**config.mk**
```make
export PLATFORM = sky130hd
export DESIGN_NAME = timer_ctrl
export DESIGN_NICKNAME = d
export VERILOG_FILES = /design/src/rtl/timer_ctrl.sv
export SDC_FILE = /design/constraint.sdc
export NUM_CORES = 1
export LEC_CHECK = 0
export ABC_AREA = 1
export BUFFER_PORTS_ARGS = -buffer_cell sky130_fd_sc_hd__buf_2
export CAP_MARGIN = 20
export CELL_PAD_IN_SITES_DETAIL_PLACEMENT = 1
export CELL_PAD_IN_SITES_GLOBAL_PLACEMENT = 1
export CORE_MARGIN = 5
export CORE_UTILIZATION = 44
export CTS_BUF_LIST = sky130_fd_sc_hd__clkbuf_2
export CTS_CLUSTER_DIAMETER = 40
export CTS_CLUSTER_SIZE = 14
export DETAILED_ROUTE_END_ITERATION = 16
export PLACE_DENSITY = 0.95
export SYNTH_ARGS = -nofsm -noshare
export SYNTH_HDL_FRONTEND = slang
export SYNTH_SLANG_ARGS = --single-unit
```
**constraint.sdc**
```tcl
create_clock -name clk -period 3.7 [get_ports clk]
set_clock_uncertainty 0.2 [all_clocks]
set_input_delay 0.925 -clock clk [delete_from_list [all_inputs] [get_ports clk]]
set_output_delay 0.925 -clock clk [all_outputs]
set_load 0.01 [all_outputs]
```
**src/rtl/timer_ctrl.sv**
```systemverilog
// ----------------------------------------------------------------------------
// timer_ctrl
//   Programmable interval timer for the interrupt controller's timer request.
//   A 7-bit down-counter advances once every PRESCALE clk cycles while enabled.
//   When it underflows it reloads from the reload register and latches a
//   pending request, which is presented active-low on TIQ_n until TIQ_ack.
//
// Ports
//   clk      system clock
//   reset    synchronous, active-high; clears all state
//   RDY      bus ready; qualifies register writes
//   re       read strobe
//   we       write strobe
//   CET_n    timer chip-select, active-low
//   addr     0 = counter (read) / reload (write), 1 = control (bit 0 = enable)
//   dIn      write data
//   dOut     combinational read data, 0 when not selected for read
//   TIQ_n    timer interrupt request, active-low
//   TIQ_ack  clears the pending request (an underflow in the same cycle wins)
// ----------------------------------------------------------------------------
module timer_ctrl #(
   parameter int PRESCALE = 1024
) (
   input  logic       clk,
   input  logic       reset,
   input  logic       RDY,
   input  logic       re,
   input  logic       we,
   input  logic       CET_n,
   input  logic       addr,
   input  logic [7:0] dIn,
   output logic [7:0] dOut,
   output logic       TIQ_n,
   input  logic       TIQ_ack
);

   localparam int PW = $clog2(PRESCALE);
   localparam logic [PW-1:0] PRE_LAST = PW'(PRESCALE - 1);

   logic [6:0]    reload_reg, reload_next;
   logic [6:0]    count_reg,  count_next;
   logic          en_reg,     en_next;
   logic          pend_reg,   pend_next;
   logic [PW-1:0] pre_reg,    pre_next;

   logic wr;
   logic en_edge;
   logic tick;
   logic underflow;

   assign wr        = RDY & ~CET_n & we;
   // Only a 0->1 transition of the enable bit restarts the counter.
   assign en_edge   = wr & addr & dIn[0] & ~en_reg;
   assign tick      = en_reg & (pre_reg == PRE_LAST);
   assign underflow = tick & (count_reg == 7'd0);

   always_comb begin
      reload_next = reload_reg;
      count_next  = count_reg;
      en_next     = en_reg;
      pre_next    = pre_reg;
      pend_next   = pend_reg;

      if (wr & ~addr)
         reload_next = dIn[6:0];
      if (wr & addr)
         en_next = dIn[0];

      // The counter always loads the reload value held before this edge, so
      // a reload write coinciding with an underflow only affects the next period.
      if (en_edge) begin
         count_next = reload_reg;
         pre_next   = '0;
      end else if (en_reg) begin
         pre_next = tick ? '0 : pre_reg + PW'(1);
         if (tick)
            count_next = underflow ? reload_reg : count_reg - 7'd1;
      end

      // Set dominates clear so no underflow event is lost to a coincident ack.
      if (underflow)
         pend_next = 1'b1;
      else if (TIQ_ack)
         pend_next = 1'b0;
   end

   always_ff @(posedge clk) begin
      if (reset) begin
         reload_reg <= '0;
         count_reg  <= '0;
         en_reg     <= 1'b0;
         pre_reg    <= '0;
         pend_reg   <= 1'b0;
      end else begin
         reload_reg <= reload_next;
         count_reg  <= count_next;
         en_reg     <= en_next;
         pre_reg    <= pre_next;
         pend_reg   <= pend_next;
      end
   end

   always_comb begin
      dOut = 8'h00;
      if (~CET_n & re)
         dOut = addr ? {7'b0, en_reg} : {1'b0, count_reg};
   end

   assign TIQ_n = ~pend_reg;

endmodule

```
Word level (Yosys, flattened, before mapping)
Cells that the tools add are included.
Cells by class
  add/subtract/negate cells: 2
  eq/ne operators: 1
  muxes and demuxes: 9
  bitwise gates (word level): 13
  reductions and logical operators: 6
Operators by type and width (count)
  7-bit 2-to-1 mux: 6
  10-bit by 1-bit adder with 10-bit output, second input constant: 1
  10-bit == test, second input constant: 1
  10-bit 2-to-1 mux: 1
  1-bit AND: 9
  7-bit zero test: 1
  7-bit by 1-bit subtractor with 7-bit output, second input constant: 1
  2-bit nonzero test: 3
  1-bit inverter: 4
  1-bit 2-to-1 mux: 2
  2-bit AND reduction: 1
  2-bit OR reduction: 1
Word-level totals
  register bits: 26
  input bits: 16
  output and inout port bits: 9
  word-level logic and storage cells: 36

Depth between registers and ports, before layout
  word-level depth: 8
  mapped depth: 10
  mapped depth without buffers: 10

Worst setup path before layout
No wires, ideal clock.
  path kind: in2out
  start point: input port addr
  end point: output port dOut[0]
  arrival: 1482 ps
  data required time: 2575 ps
  setup slack: 1093 ps
  stages on the path: 3
  buffers on the path: 1
  cells stage by stage: buf_2 nor2_1 a211oi_1
On the way
  longest elaborated chain between the ends: 2
Ends and longest elaborated chain
  start, declared: RTL line 30  | input logic addr,
  7-bit 2-to-1 mux: RTL line 106  | dOut = addr ? {7'b0, en_reg} : {1'b0, count_reg};
  7-bit 2-to-1 mux: RTL line 105  | if (~CET_n & re)
  end, declared: RTL line 32  | output logic [7:0] dOut,
Every way passes these cells.

Worst setup path after layout
  start point: input port CET_n
  end point: output port dOut[2]
On the way
  longest elaborated chain between the ends: 3
Ends and longest elaborated chain
  start, declared: RTL line 29  | input logic CET_n,
  1-bit inverter: RTL line 105
  1-bit AND: RTL line 105
  7-bit 2-to-1 mux: RTL line 105
Every way passes these cells.

==> metrics <==
result of the run=complete, no violations; cts bufs inserted=3; first drt pass iteration count=4; Tcrit/Tclk final=78.15%; Comb pwr share=10.8%; Tot Pwr=527.9 µW; Setup crit end kind=output port; n_diodes=0; DR WL/cell=14.49 µm; Unique masters post-synth=32; average size of a mapped cell=7.346 µm²; setup violators final=0; Worst-Margin Slew=549.6 ps; 1st-iter DRT viols=45; DR vias/cell=5.258; Starting Density=46.30%; Die W=66.91 µm; share of post-route cells with drive strength above 1=19.91%; htree depth=1; clock sinks=26; WP data arrival=1770 ps; max cap viols=0; largest net degree at the start of global routing=17; number of antenna violations at the first check in global routing=0; Final #Nets=235; Worst-Skew Late Latency=370 ps; Mapped Cells=194; Internal=397.7 µW; R2R setup slack=1730 ps; FF/Latch Area=520.5 µm²; I/O Buffers=22; Max-slew headroom=63.32%; Tmin final=2892 ps; Min-Delay Path Depth=2; Core Rows=20; fill cell count=404; fin. max-slew vios=0; post-route ant nets=0; worst hold endpoint=reload_reg[1]$_SDFFE_PP0P_; area delta synth->final=12.20%; Congestion Overflow GR=0; Net Sw Power=130.2 µW; Final Hold Violating Endpoints=0; gr usage total=19.00%; CTS root buffer=clkbuf_2; RSZ-0062 raised after global routing=no; CTS Hold Buffers Added=0; hpwl dp=2857 µm; post-placement worst setup slack=849.2 ps; die height=66.91 µm; Post-Route WL=3767 µm; Final Util=51.95%; GP Congestion=0.8242; Crit path required time=2570 ps; WS Path Type=in -> out; setup TNS=0 ps; Resize count post-CTS=0; number of global-route vias before repair=1460; max reg flops=10; VDD IR-drop max=0.0001837 V; Critical R2R Launch=count_reg[0]$_SDFFE_PP0P_; core area=3078 µm²; first-pass GRT wire length=6458 µm; Max Freq=345.8 MHz; Seq pwr share=54.8%; vias post-DR=1367; Syn Nets=212; R2R depth=10; critical path fanouts, max=7; min-delay src=reload_reg[1]$_SDFFE_PP0P_; clock transition at the registers of the reported paths=230 ps; Worst Hold Class=reg -> reg; IO Count=25; Lkg Pwr=0.7114 nW; post-route setup slack=808.4 ps; Yosys reg bits=26; setup bufs post-CTS=0; yosys warns=0; Net Sw Frac=24.66%; Die Footprint=4477 µm²; residual DRC count=0; register area share after synthesis=36.52%; power per cell area=330.1 nW/µm²; clock share of power=34.5%; Clock Path Buffers=2; CTS tree=yes; Worst setup SP type=input pin; Multi-input gate area=775.7 µm²; reg2reg end=count_reg[2]$_SDFFE_PP0P_; mapped cell area=1425 µm²
[logic make-up (layout without fill, tap and decap cells)]
| kind of cell | Yosys count | after routing | share of synthesized area, % |
|---|---|---|---|
| adders and majority gates | 2 | 2 | 1.756 |
| xor gates and xnor gates | 8 | 8 | 4.917 |
| DFF | 26 | 26 | 36.52 |
| AOI/OAI and AO/OA | 31 | 31 | 13.35 |
| and+or+nand+nor | 98 | 98 | 34.15 |
| buffers and inverters | 28 | 50 | 9.043 |
| other | 1 | 1 | 0.2631 |
[routing by layer]
layer / up-vias / wire [µm] / GRT usage (%) / share of wire (%)
met2: 45 / 1955 / 34.53 / 52
met5: - / 0 / 0 / 0
met1: 647 / 1548 / 21.22 / 41
met3: 5 / 218 / 4.216 / 5.8
met4: 0 / 45 / 7.342 / 1.2
li1: 670 / - / - / -
[how the worst max path moves through the flow]
stage | end | cells past startpoint | from
global placement | dOut[2] | 5 | CET_n
finish | dOut[2] | 5 | CET_n
floorplan | dOut[0] | 3 | addr
global route | dOut[2] | 5 | CET_n
detailed placement | dOut[2] | 5 | CET_n
CTS | dOut[2] | 5 | CET_n
[placed cells by master (no fill, tap or decap)]
cell type	n
clkinv_1	2
o21ai_0	10
nor2_2	1
conb_1	1
nor3b_1	1
buf_2	22
nand2_1	36
nor2_1	31
nand3_1	11
nor3_1	9
a21oi_1	8
o21a_1	1
nor2_4	1
clkbuf_2	3
nand2_4	1
nor2_8	1
nand4_1	2
nand3_4	2
o21ai_1	3
nor3_2	1
inv_1	21
nand4_4	1
o21ai_2	3
bufinv_16	1
a21oi_2	5
xor2_1	7
ha_1	2
a211oi_1	1
inv_4	1
xnor2_1	1
dfxtp_1	26
[cells in the mapped netlist]
cell | number | share of area [%]
nor3b_1 | 1 | 0.53
nor2_1 | 31 | 8.2
o21ai_0 | 10 | 3.5
a21oi_2 | 5 | 3.1
xor2_1 | 7 | 4.3
buf_12 | 1 | 1.4
o21ai_1 | 3 | 1.1
buf_2 | 1 | 0.35
nand2_1 | 36 | 9.5
nand2_4 | 1 | 0.79
nand4_1 | 2 | 0.88
nor3_2 | 1 | 0.70
nor2_4 | 1 | 0.79
xnor2_1 | 1 | 0.61
buf_4 | 1 | 0.53
inv_1 | 21 | 5.5
conb_1 | 1 | 0.26
nand4_4 | 1 | 1.5
ha_1 | 2 | 1.8
nor2_8 | 1 | 1.4
nor2_2 | 1 | 0.44
clkinv_1 | 2 | 0.53
buf_1 | 1 | 0.26
nor3_1 | 9 | 3.2
dfxtp_1 | 26 | 37
a21oi_1 | 8 | 2.8
inv_4 | 1 | 0.44
o21a_1 | 1 | 0.53
nand3_1 | 11 | 3.9
a211oi_1 | 1 | 0.53
nand3_4 | 2 | 2.5
o21ai_2 | 3 | 1.8
[power groups by stage]
stage | clock network, mW | registers [mW] | logic (mW)
floorplan | 0 | 0.293 | 0.0379
global placement | 0 | 0.294 | 0.0527
detailed placement | 0 | 0.294 | 0.0553
CTS | 0.186 | 0.289 | 0.0567
global route | 0.198 | 0.290 | 0.0641
finish | 0.182 | 0.289 | 0.0568
[worst max-delay path, stage by stage]
cell and delay, ps:
buf_2 120, inv_1 60, nand2_1 180, nor3b_1 290
buf_2 180
[metrics by stage]
stage / instance area, µm² / hold WS, ps / std cells
2_1_floorplan: 1425 / 223.7 / 194
3_3_place_gp: 1554 / 249.1 / 256
3_5_place_dp: 1554 / 256.9 / 256
4_1_cts: 1599 / 296.0 / 260
5_1_grt: 1599 / 326.0 / 260
6_report: 1599 / 287.7 / 260
[layout make-up]
type                       count  share of cell area, %
timing repair buffer          22                  6.886
clock inverter                 1                  1.878
multi-input combinational    140                  48.51
clock buffer                   3                 0.9390
tap                           44                  3.443
sequential                    26                  32.55
inverter                      24                  5.790
No activity file was read; power rests on OpenSTA's default activity.
